===== src/rtl/imem_loader_pkg.sv =====
// Shared types and constants for the instruction-memory boot loader.
package loader_pkg;

    localparam int unsigned WORD_BYTES = 4;
    localparam int unsigned WORD_W     = WORD_BYTES * 8;
    localparam int unsigned CNT_W      = $clog2(WORD_BYTES);

    typedef enum logic [2:0] {
        LEN_LO,
        LEN_HI,
        DATA,
        WRITE,
        DONE,
        ERR
    } state_t;

endpackage


===== src/rtl/imem_loader_if.sv =====
// Byte-stream input, instruction-memory write port and CPU control of the loader.
interface imem_loader_if #(
    parameter int unsigned ADDR_W = 8
);

    logic              in_valid;
    logic [7:0]        in_data;
    logic              in_ready;
    logic              reload;
    logic              mem_we;
    logic [ADDR_W-1:0] mem_addr;
    logic [31:0]       mem_wdata;
    logic              cpu_rst;
    logic              done;
    logic              err;

    // Host / environment side
    modport master (
        output in_valid, in_data, reload,
        input  in_ready, mem_we, mem_addr, mem_wdata, cpu_rst, done, err
    );

    // Loader side
    modport slave (
        input  in_valid, in_data, reload,
        output in_ready, mem_we, mem_addr, mem_wdata, cpu_rst, done, err
    );

endinterface


===== src/rtl/imem_loader_byte_to_word.sv =====
// Little-endian byte-to-word assembler: bytes enter at the top of the shift
// register so the first byte of a word ends up in bits [7:0].
module byte_to_word
    import loader_pkg::*;
(
    input  logic              clk,
    input  logic              rst,
    input  logic              clr_i,
    input  logic              shift_i,
    input  logic [7:0]        byte_i,
    output logic [WORD_W-1:0] word_o,
    output logic              word_ready_o
);

    logic [CNT_W-1:0]  cnt_q, cnt_d;
    logic [WORD_W-1:0] word_q, word_d;

    // Next-state of counter and shift register; word_o already includes the byte accepted this cycle
    always_comb begin
        cnt_d  = cnt_q;
        word_d = word_q;
        if (clr_i) begin
            cnt_d  = '0;
            word_d = '0;
        end else if (shift_i) begin
            cnt_d  = cnt_q + CNT_W'(1);
            word_d = {byte_i, word_q[WORD_W-1:8]};
        end
        word_o       = word_d;
        word_ready_o = shift_i && !clr_i && (cnt_q == CNT_W'(WORD_BYTES - 1));
    end

    // Counter and assembly register
    always_ff @(posedge clk or posedge rst) begin
        if (rst) begin
            cnt_q  <= '0;
            word_q <= '0;
        end else begin
            cnt_q  <= cnt_d;
            word_q <= word_d;
        end
    end

endmodule


===== src/rtl/imem_loader.sv =====
// Boot loader: takes a length-prefixed byte stream, writes little-endian words
// to instruction memory from address 0 and keeps the CPU in reset until done.
module imem_loader
    import loader_pkg::*;
#(
    parameter int unsigned ADDR_W = 8,
    parameter int unsigned DEPTH  = 256
) (
    input logic          clk,
    input logic          rst,
    imem_loader_if.slave bus
);

    localparam logic [16:0] DEPTH_W = 17'(DEPTH);

    state_t            state_q, state_d;
    logic [15:0]       len_q, len_d;
    logic [ADDR_W:0]   idx_q, idx_d;
    logic [ADDR_W-1:0] addr_q, addr_d;
    logic [WORD_W-1:0] wdata_q, wdata_d;
    logic              in_ready_q, mem_we_q, cpu_rst_q, done_q, err_q;

    logic              xfer;
    logic              b2w_clr, b2w_shift, word_ready;
    logic [WORD_W-1:0] word;

    assign xfer = bus.in_valid && in_ready_q;

    byte_to_word u_b2w (
        .clk          (clk),
        .rst          (rst),
        .clr_i        (b2w_clr),
        .shift_i      (b2w_shift),
        .byte_i       (bus.in_data),
        .word_o       (word),
        .word_ready_o (word_ready)
    );

    // Next-state logic for the load sequence
    always_comb begin
        state_d   = state_q;
        len_d     = len_q;
        idx_d     = idx_q;
        addr_d    = addr_q;
        wdata_d   = wdata_q;
        b2w_clr   = 1'b0;
        b2w_shift = 1'b0;
        unique case (state_q)
            LEN_LO: begin
                if (xfer) begin
                    len_d[7:0] = bus.in_data;
                    state_d    = LEN_HI;
                end
            end
            LEN_HI: begin
                if (xfer) begin
                    len_d[15:8] = bus.in_data;
                    if ({bus.in_data, len_q[7:0]} == 16'd0) begin
                        state_d = DONE;
                    end else if ({1'b0, bus.in_data, len_q[7:0]} > DEPTH_W) begin
                        state_d = ERR;
                    end else begin
                        state_d = DATA;
                    end
                end
            end
            DATA: begin
                b2w_shift = xfer;
                // Address and data are captured here so they hold steady after the write
                if (word_ready) begin
                    addr_d  = idx_q[ADDR_W-1:0];
                    wdata_d = word;
                    state_d = WRITE;
                end
            end
            WRITE: begin
                idx_d = idx_q + 1'b1;
                if (17'(idx_q) + 17'd1 == {1'b0, len_q}) begin
                    state_d = DONE;
                end else begin
                    state_d = DATA;
                end
            end
            DONE: begin
                if (bus.reload) begin
                    idx_d   = '0;
                    b2w_clr = 1'b1;
                    state_d = LEN_LO;
                end
            end
            ERR: begin
                state_d = ERR;
            end
            default: begin
                state_d = LEN_LO;
            end
        endcase
    end

    // State and datapath registers; status outputs are registered from the next state
    // so they line up with state_q without any path from in_valid
    always_ff @(posedge clk or posedge rst) begin
        if (rst) begin
            state_q    <= LEN_LO;
            len_q      <= '0;
            idx_q      <= '0;
            addr_q     <= '0;
            wdata_q    <= '0;
            in_ready_q <= 1'b0;
            mem_we_q   <= 1'b0;
            cpu_rst_q  <= 1'b1;
            done_q     <= 1'b0;
            err_q      <= 1'b0;
        end else begin
            state_q    <= state_d;
            len_q      <= len_d;
            idx_q      <= idx_d;
            addr_q     <= addr_d;
            wdata_q    <= wdata_d;
            in_ready_q <= (state_d == LEN_LO) || (state_d == LEN_HI) || (state_d == DATA);
            mem_we_q   <= (state_d == WRITE);
            cpu_rst_q  <= (state_d != DONE);
            done_q     <= (state_d == DONE);
            err_q      <= (state_d == ERR);
        end
    end

    assign bus.in_ready  = in_ready_q;
    assign bus.mem_we    = mem_we_q;
    assign bus.mem_addr  = addr_q;
    assign bus.mem_wdata = wdata_q;
    assign bus.cpu_rst   = cpu_rst_q;
    assign bus.done      = done_q;
    assign bus.err       = err_q;

endmodule

===== src/flat_wrapper.sv =====
// flat-port wrapper written by rule: the top's interface ports become plain ports
module imem_loader_flat import loader_pkg::*;
#(
    parameter int unsigned ADDR_W = 8,
    parameter int unsigned DEPTH  = 256
)
  (clk, rst, bus_in_valid, bus_in_data, bus_reload, bus_in_ready, bus_mem_we, bus_mem_addr, bus_mem_wdata, bus_cpu_rst, bus_done, bus_err);
  imem_loader_if #(.ADDR_W(ADDR_W)) bus_i ();
  input logic clk;
  input logic rst;
  input wire logic [$bits(bus_i.in_valid)-1:0] bus_in_valid;
  input wire logic [$bits(bus_i.in_data)-1:0] bus_in_data;
  input wire logic [$bits(bus_i.reload)-1:0] bus_reload;
  output wire logic [$bits(bus_i.in_ready)-1:0] bus_in_ready;
  output wire logic [$bits(bus_i.mem_we)-1:0] bus_mem_we;
  output wire logic [$bits(bus_i.mem_addr)-1:0] bus_mem_addr;
  output wire logic [$bits(bus_i.mem_wdata)-1:0] bus_mem_wdata;
  output wire logic [$bits(bus_i.cpu_rst)-1:0] bus_cpu_rst;
  output wire logic [$bits(bus_i.done)-1:0] bus_done;
  output wire logic [$bits(bus_i.err)-1:0] bus_err;
  assign bus_i.in_valid = bus_in_valid;
  assign bus_i.in_data = bus_in_data;
  assign bus_i.reload = bus_reload;
  assign bus_in_ready = bus_i.in_ready;
  assign bus_mem_we = bus_i.mem_we;
  assign bus_mem_addr = bus_i.mem_addr;
  assign bus_mem_wdata = bus_i.mem_wdata;
  assign bus_cpu_rst = bus_i.cpu_rst;
  assign bus_done = bus_i.done;
  assign bus_err = bus_i.err;
  imem_loader #(.ADDR_W(ADDR_W), .DEPTH(DEPTH)) u_core (.clk(clk), .rst(rst), .bus(bus_i));
endmodule

===== config.mk =====
export PLATFORM = sky130hd
export DESIGN_NAME = imem_loader_flat
export DESIGN_NICKNAME = d
export VERILOG_FILES = /design/src/rtl/imem_loader_pkg.sv /design/src/rtl/imem_loader_if.sv /design/src/rtl/imem_loader_byte_to_word.sv /design/src/rtl/imem_loader.sv /design/src/flat_wrapper.sv
export SDC_FILE = /design/constraint.sdc
export NUM_CORES = 1
export LEC_CHECK = 0
export ABC_AREA = 1
export CAP_MARGIN = 10
export CORE_MARGIN = 3
export CORE_UTILIZATION = 59
export DETAILED_ROUTE_END_ITERATION = 10
export HOLD_SLACK_MARGIN = 0.12
export PLACE_DENSITY = 0.8
export SLEW_MARGIN = 0
export SYNTH_ARGS = -nofsm -noshare
export SYNTH_HDL_FRONTEND = slang
export SYNTH_SLANG_ARGS = --single-unit

===== constraint.sdc =====
create_clock -name clk -period 4.8 [get_ports clk]
set_clock_uncertainty 0.1 [all_clocks]
set_input_delay 0.48 -clock clk [delete_from_list [all_inputs] [get_ports clk]]
set_output_delay 0.48 -clock clk [all_outputs]
set_load 0.05 [all_outputs]

* Word level (Yosys, flattened, before mapping) *
Cells that the tools add are included.

word-level totals
  word-level logic and storage cells = 63
  output and inout port bits = 45
  register bits after elaboration = 107

operators by class
  reductions and logical operators = 15
  mux-type cells = 17
  add/subtract/negate cells = 3
  equality and inequality tests = 14
  order comparisons = 1

operator list
  cell                                                            count
  two-way mux 32 bit                                              2
  two-way mux 3 bit                                               7
  one-hot mux 3 bit (6 select lines)                              1
  one-hot mux 9 bit (2 select lines)                              1
  equality test 17 x 16 -> 1 bit                                  1
  greater-than comparator 16 x 9 -> 1 bit, second input constant  1
  logical NOT 16 bit                                              1
  equality test 3 x 2 -> 1 bit, second input constant             4
  equality test 3 bit, second input constant                      4
  adder 9 x 1 -> 10 bit, second input constant                    1
  adder 9 x 1 -> 9 bit, second input constant                     1
  two-way mux 9 bit                                               1
  AND reduction 2 bit                                             4
  equality test 3 x 1 -> 1 bit, second input constant             2
  logical NOT 3 bit                                               2
  two-way mux 2 bit                                               2
  nonzero test 2 bit                                              2
  logical AND 1 bit                                               3
  two-way mux 1 bit                                               3
  != test 3 bit, second input constant                            1
  adder 2 x 1 -> 2 bit, second input constant                     1
  equality test 2 bit, second input constant                      1
  logical OR 1 bit                                                2
  != test 2 bit, second input constant                            1
  logical NOT 1 bit                                               1

* Longest topological paths before layout *
  depth in word-level cells = 10
  mapped depth = 12

* Cells and area by module *
Synthesis repeated with hierarchy kept, for this count alone.

unflattened totals
  cells, all modules = 555
  area, all modules = 4832.1 µm²

by module, submodules not included
  module        area an instance (µm²)  sequential area each (µm²)  times used  cells each
  imem_loader   3251.9                  1828.0                      1           403
  byte_to_word  1580.3                  850.8                       1           152

* Worst setup path after synthesis *
No wires, ideal clock.

  path kind = register to register
  start point = reg u_core.in_ready_q (netlist: u_core.bus.in_ready)
  end point = reg u_core.wdata_q[0] (netlist: u_core.bus.mem_wdata[0])
  slack = 3071 ps
  data arrival time = 1512 ps
  path buffers = 2
  setup time = 118 ps
  stages on the path, launching flop included = 8
  data required time = 4582 ps
  clock period less this slack = 1729 ps
  path through = dfrtp_1 > nand2_1 > nor2_4 > nand2_1 > buf_2 > buf_2 > nand2_1 > nand2_1

between the ends
  word-level cells in the longest chain between the ends = 5
  elaborated cells on any way between the ends = 7
  classes of those cells = 3 x mux; 4 x reduce/logical

ends and longest elaborated chain
  element                               line                            source
  from (decl)                           imem_loader.sv:21               logic in_ready_q, mem_we_q, cpu_rst_q, done_q, err_q;
  from (signal assigned)                imem_loader.sv:120              in_ready_q <= (state_d == LEN_LO) || (state_d == LEN_HI) || (state_d == DATA);
  logical AND 1 bit (*)                 imem_loader.sv:27               assign xfer = bus.in_valid && in_ready_q;
  two-way mux 1 bit (*)                 imem_loader.sv:48               unique case (state_q)
  logical AND 1 bit (2 in a row)        imem_loader_byte_to_word.sv:30  word_ready_o = shift_i && !clr_i && (cnt_q == CNT_W'(WORD_BYTES - 1));
  AND reduction 2 bit (no source line)  -
  to (signal assigned)                  imem_loader.sv:119              wdata_q <= wdata_d;
  to (decl)                             imem_loader.sv:20               logic [WORD_W-1:0] wdata_q, wdata_d;

Mark *: on every way between the ends. The rest lies on a longest branch, timed or not.
A chain may end at the register's enable or synchronous reset.

* Worst setup path after layout *
  start point = reg u_core.state_q[1]
  end point = reg u_core.wdata_q[5] (netlist: u_core.bus.mem_wdata[5])

between the ends
  elaborated cells on any way between the ends = 10
  classes of those cells = 2 x eq/ne; 4 x mux; 4 x reduce/logical

RTL lines
  element                           line                            source
  from (decl)                       imem_loader.sv:16               state_t state_q, state_d;
  from (signal assigned)            imem_loader.sv:115              state_q <= state_d;
  equality test 3 x 2 -> 1 bit      imem_loader.sv:48
  two-way mux 1 bit                 imem_loader.sv:48
  two-way mux 32 bit                imem_loader_byte_to_word.sv:25  end else if (shift_i) begin
  two-way mux 32 bit (*)            imem_loader_byte_to_word.sv:22  if (clr_i) begin
  named net u_core.u_b2w.word_o[5]  imem_loader_byte_to_word.sv:11  output logic [WORD_W-1:0] word_o,

The timed path passes the listed nets; every way through them passes the cells marked *.

==> results.txt <==
----------------------------------------------------
[Worst setup path]
  WP data arrival ... around 2.6 ns
  Endpoint class of the critical path ... register
  R2r worst-path depth ... 11
  FF-to-FF setup slack ... between 2 and 2.5 ns
  Critical Path RT ... about 5 ns
  Critical R2R Capture ... u_core.bus.mem_wdata[5]$_DFFE_PP0P_
  CP max FO ... 33
  Kind of start point of the critical path ... register
  Type of the setup path with the least slack ... register to register
  Launching point of the worst reg2reg path ... u_core.state_q[1]$_DFF_PP0_

[Die]
  DIE HEIGHT ... slightly above 90 um
  Core Region ... between 7000 and 8000 um^2
  Count of pins on the block boundary ... between 50 and 60
  Total number of placement rows ... 31
  Effective utilization at floorplan ... between 60% and 70%
  Area enclosed by the die boundary ... 8740 um^2
  Die extent in x ... about 93 um

[STA]
  Final Setup Violations ... 0
  Setup repair after global routing missed its margin ... no
  Post-route worst setup slack ... around 2.4 ns
  Period utilization ... between 50% and 60%
  Number of endpoints with negative hold slack in the final report ... 0
  Remaining max-slew budget at the tightest pin ... 37.3%
  Actual slew at the worst max-slew pin ... 0.934 ns
  Achievable clock frequency ... slightly above 400 MHz
  Post-layout minimum cycle time ... between 2 and 2.5 ns
  Final TNS setup ... 0 ns
  Total count of max-transition violations in the final report ... 0

[Worst hold path]
  Destination of the worst hold path ... u_core.bus.mem_addr[5]$_DFFE_PP0P_
  Worst hold path class ... register to register
  Critical hold path startpoint ... u_core.bus.mem_addr[5]$_DFFE_PP0P_
  Number of cells traversed by the worst hold path ... 2

[Route]
  DRC violation count after routing ... 0
  Number of vias in the routed layout ... 3552
  Number of design-rule violations left by the first detailed-router iteration ... 230
  Antenna violation net count after detailed routing ... 0
  Drt pass-1 iters ... 5
  Via count normalized by instance count ... between 5 and 6
  Post-detailed-routing wire length ... about 9.5 mm
  Per-cell routed wire length ... between 10 and 15 um

[Clocking]
  Post-CTS setup buffers ... 0
  Clock root buffer ... sky130_fd_sc_hd__clkbuf_8
  Number of CTS-inserted buffers ... 9
  Clock tree from TritonCTS ... built
  Clock latency at the later pin of the worst-skew pair ... roughly 0.37 ns
  Number of buffers inserted for hold repair after clock tree synthesis ... 0
  Clock sinks ... around 110
  Clock H-tree levels ... 3
  Clock Pin Slew Worst Setup and Hold Paths ... between 0.1 and 0.15 ns
  Clock Tree Buf Depth ... 2
  Number of cells upsized or downsized after cts ... 0

[Layout]
  Nets ... around 590
  Antenna diode instance count ... 0
  Growth of design area from synthesis to finish ... 18.0%
  Commonest non-fill, non-tap cells in the layout ... 180 x sky130_fd_sc_hd__nand2_1, 106 x sky130_fd_sc_hd__dfrtp_1, 64 x sky130_fd_sc_hd__inv_1, 56 x sky130_fd_sc_hd__clkdlybuf4s50_1, 33 x sky130_fd_sc_hd__o21ai_0
  Ratio of cells with drive above 1 in the final layout ... under 10%
  Most common library cell in the layout ignoring fill and taps ... sky130_fd_sc_hd__nand2_1

[Synthesis]
  Syn Nets ... approximately 530
  Total number of yosys warnings ... 0
  Largest area contributor in the synthesized netlist ... sky130_fd_sc_hd__dfrtp_1
  Number of instances in the synthesized netlist ... between 500 and 600
  Sequential element share of the synthesized area ... just under 60%
  Count of cell types in the netlist ... 28
  Area contributors post-synth ... sky130_fd_sc_hd__dfrtp_1 59%, sky130_fd_sc_hd__nand2_1 15%, sky130_fd_sc_hd__inv_1 5.4%
  Average instance area after synthesis ... slightly below 9 um^2
  Cell Area, Synth ... 4520 um^2
  Number of flip-flops and latches in the synthesized netlist ... approximately 110
  Proportion of netlist area held by the largest area contributor ... between 50% and 60%

[Global routing]
  Maximum number of pins on one net before global-route repair ... 74
  Antenna violations before repair ... 0
  Global routing usage summed across all routing layers ... around 24%
  Global-route wire length before repair ... 16.5 mm
  Total gr overflow ... 0
  Vias in the first global route ... between 3000 and 4000

[Placed design]
  Placer's final routability congestion estimate ... around 0.85
  Worst-case setup slack after placement ... just over 2 ns
  Total half-perimeter wirelength after legalization and detailed placement ... 6.62 mm
  Number of input and output port buffers inserted ... between 50 and 60

[Power and ir drop]
  Power density over the cells ... between 400 and 500 nW/um^2
  Max rail drop VDD ... about 0.28 mV
  Leak ... 0.00259 uW

[Status]
  Result of the run ... finished, final reports clean

[Flow run]
  Max cap viols ... 0

----------------------------------------------------
logic make-up (layout without fill, tap and decap cells):
kind of cell,after synthesis,after routing,share of synthesized area [%]
compound gates,77,77,9.53
fa+ha+maj,2,2,0.554
flops,107,107,59.3
buf+inv,83,142,7.31
simple gates,248,248,23.3
report_power, final:
part / leakage (uW) / internal [uW] / total [uW] / switching, uW
clock network: 0.0000885 / 201 / 521 / 321
registers: 0.00146 / 1030 / 1120 / 86.8
logic: 0.00104 / 161 / 499 / 338
sequential cells by signal, summed over array words and instances, names as in the netlist:
| name | flops |
|---|---|
| u_core.bus.mem_wdata | 32 |
| u_core.u_b2w.word_q | 32 |
| u_core.len_q | 16 |
| u_core.idx_q | 9 |
| u_core.bus.mem_addr | 8 |
| u_core.state_q | 3 |
| u_core.u_b2w.cnt_q | 2 |
| u_core.bus.cpu_rst | 1 |
| u_core.bus.done | 1 |
| u_core.bus.err | 1 |
| u_core.bus.in_ready | 1 |
| u_core.bus.mem_we | 1 |
worst max-delay path, stage by stage (launching register included):
cell                      delay (ns)
sky130_fd_sc_hd__dfrtp_1        0.42
sky130_fd_sc_hd__inv_1          0.09
sky130_fd_sc_hd__nor3_1         0.05
sky130_fd_sc_hd__inv_1          0.12
sky130_fd_sc_hd__nor2_4         0.06
sky130_fd_sc_hd__inv_2          0.41
sky130_fd_sc_hd__nand2_2        0.44
sky130_fd_sc_hd__inv_2          0.27
sky130_fd_sc_hd__nand2_1        0.07
sky130_fd_sc_hd__o21ai_1        0.11
sky130_fd_sc_hd__nand2_1        0.09
sky130_fd_sc_hd__nand2_1        0.10
cell type report:
class | count | area [um^2]
Clock buffer | 10 | 128
Clock inverter | 6 | 57.6
Fill cell | 557 | 2000
Inverter | 68 | 258
Multi-Input combinational cell | 327 | 1510
Sequential cell | 107 | 2680
Tap cell | 99 | 124
Timing Repair Buffer | 58 | 576
Yosys cell counts:
cell type and n:
sky130_fd_sc_hd__nand3_2 4, sky130_fd_sc_hd__nor3_2 1, sky130_fd_sc_hd__a22o_1 1, sky130_fd_sc_hd__o21ai_1 8, sky130_fd_sc_hd__nor2_4 2, sky130_fd_sc_hd__nand3_1 27, sky130_fd_sc_hd__inv_2 2, sky130_fd_sc_hd__nand2_2 5
sky130_fd_sc_hd__o21bai_1 1, sky130_fd_sc_hd__buf_2 9, sky130_fd_sc_hd__nor3_1 1, sky130_fd_sc_hd__nand4_1 3, sky130_fd_sc_hd__o211ai_1 1, sky130_fd_sc_hd__clkinv_1 1, sky130_fd_sc_hd__dfrtp_1 106, sky130_fd_sc_hd__buf_4 2
sky130_fd_sc_hd__nand2_1 180, sky130_fd_sc_hd__a211oi_1 1, sky130_fd_sc_hd__o21ai_0 33, sky130_fd_sc_hd__nor2_1 17, sky130_fd_sc_hd__dfstp_2 1, sky130_fd_sc_hd__nor2_2 7, sky130_fd_sc_hd__clkbuf_1 4, sky130_fd_sc_hd__ha_1 2
sky130_fd_sc_hd__or2_0 1, sky130_fd_sc_hd__inv_1 65, sky130_fd_sc_hd__a21oi_1 5, sky130_fd_sc_hd__o22ai_1 27
per-stage QoR:
step	hold slack [ns]	cells	instance area [um^2]	total power, uW	util [%]
after global routing	0.408	675	5330	2280	72.7
after CTS	0.393	675	5330	2150	72.7
final	0.389	675	5330	2140	72.7
after floorplan	0.350	517	4520	1490	-
after detailed placement	0.364	659	5140	1630	70.2
after global placement	0.364	659	5140	1610	70.2
worst max path at each step:
| stage | from | end | slack [ns] |
|---|---|---|---|
| after floorplan | rst | u_core.bus.done$_DFF_PP0_ | 1.40 |
| after global placement | bus_in_valid | u_core.bus.mem_wdata[1]$_DFFE_PP0P_ | 2.18 |
| after detailed placement | bus_in_valid | u_core.bus.mem_wdata[6]$_DFFE_PP0P_ | 2.05 |
| after CTS | u_core.state_q[1]$_DFF_PP0_ | u_core.bus.mem_wdata[5]$_DFFE_PP0P_ | 2.42 |
| after global routing | u_core.state_q[1]$_DFF_PP0_ | u_core.bus.mem_wdata[2]$_DFFE_PP0P_ | 2.14 |
| final | u_core.state_q[1]$_DFF_PP0_ | u_core.bus.mem_wdata[5]$_DFFE_PP0P_ | 2.39 |
per-layer routing:
metal / up-vias / track usage, % / share of wire (%)
li1: 1755 / - / -
met1: 1694 / 36.7 / 49
met2: 89 / 35.4 / 45
met3: 14 / 3.94 / 4.3
met4: 0 / 7.94 / 1.5
met5: - / 0 / 0
Power figures use the tool's default switching activity.
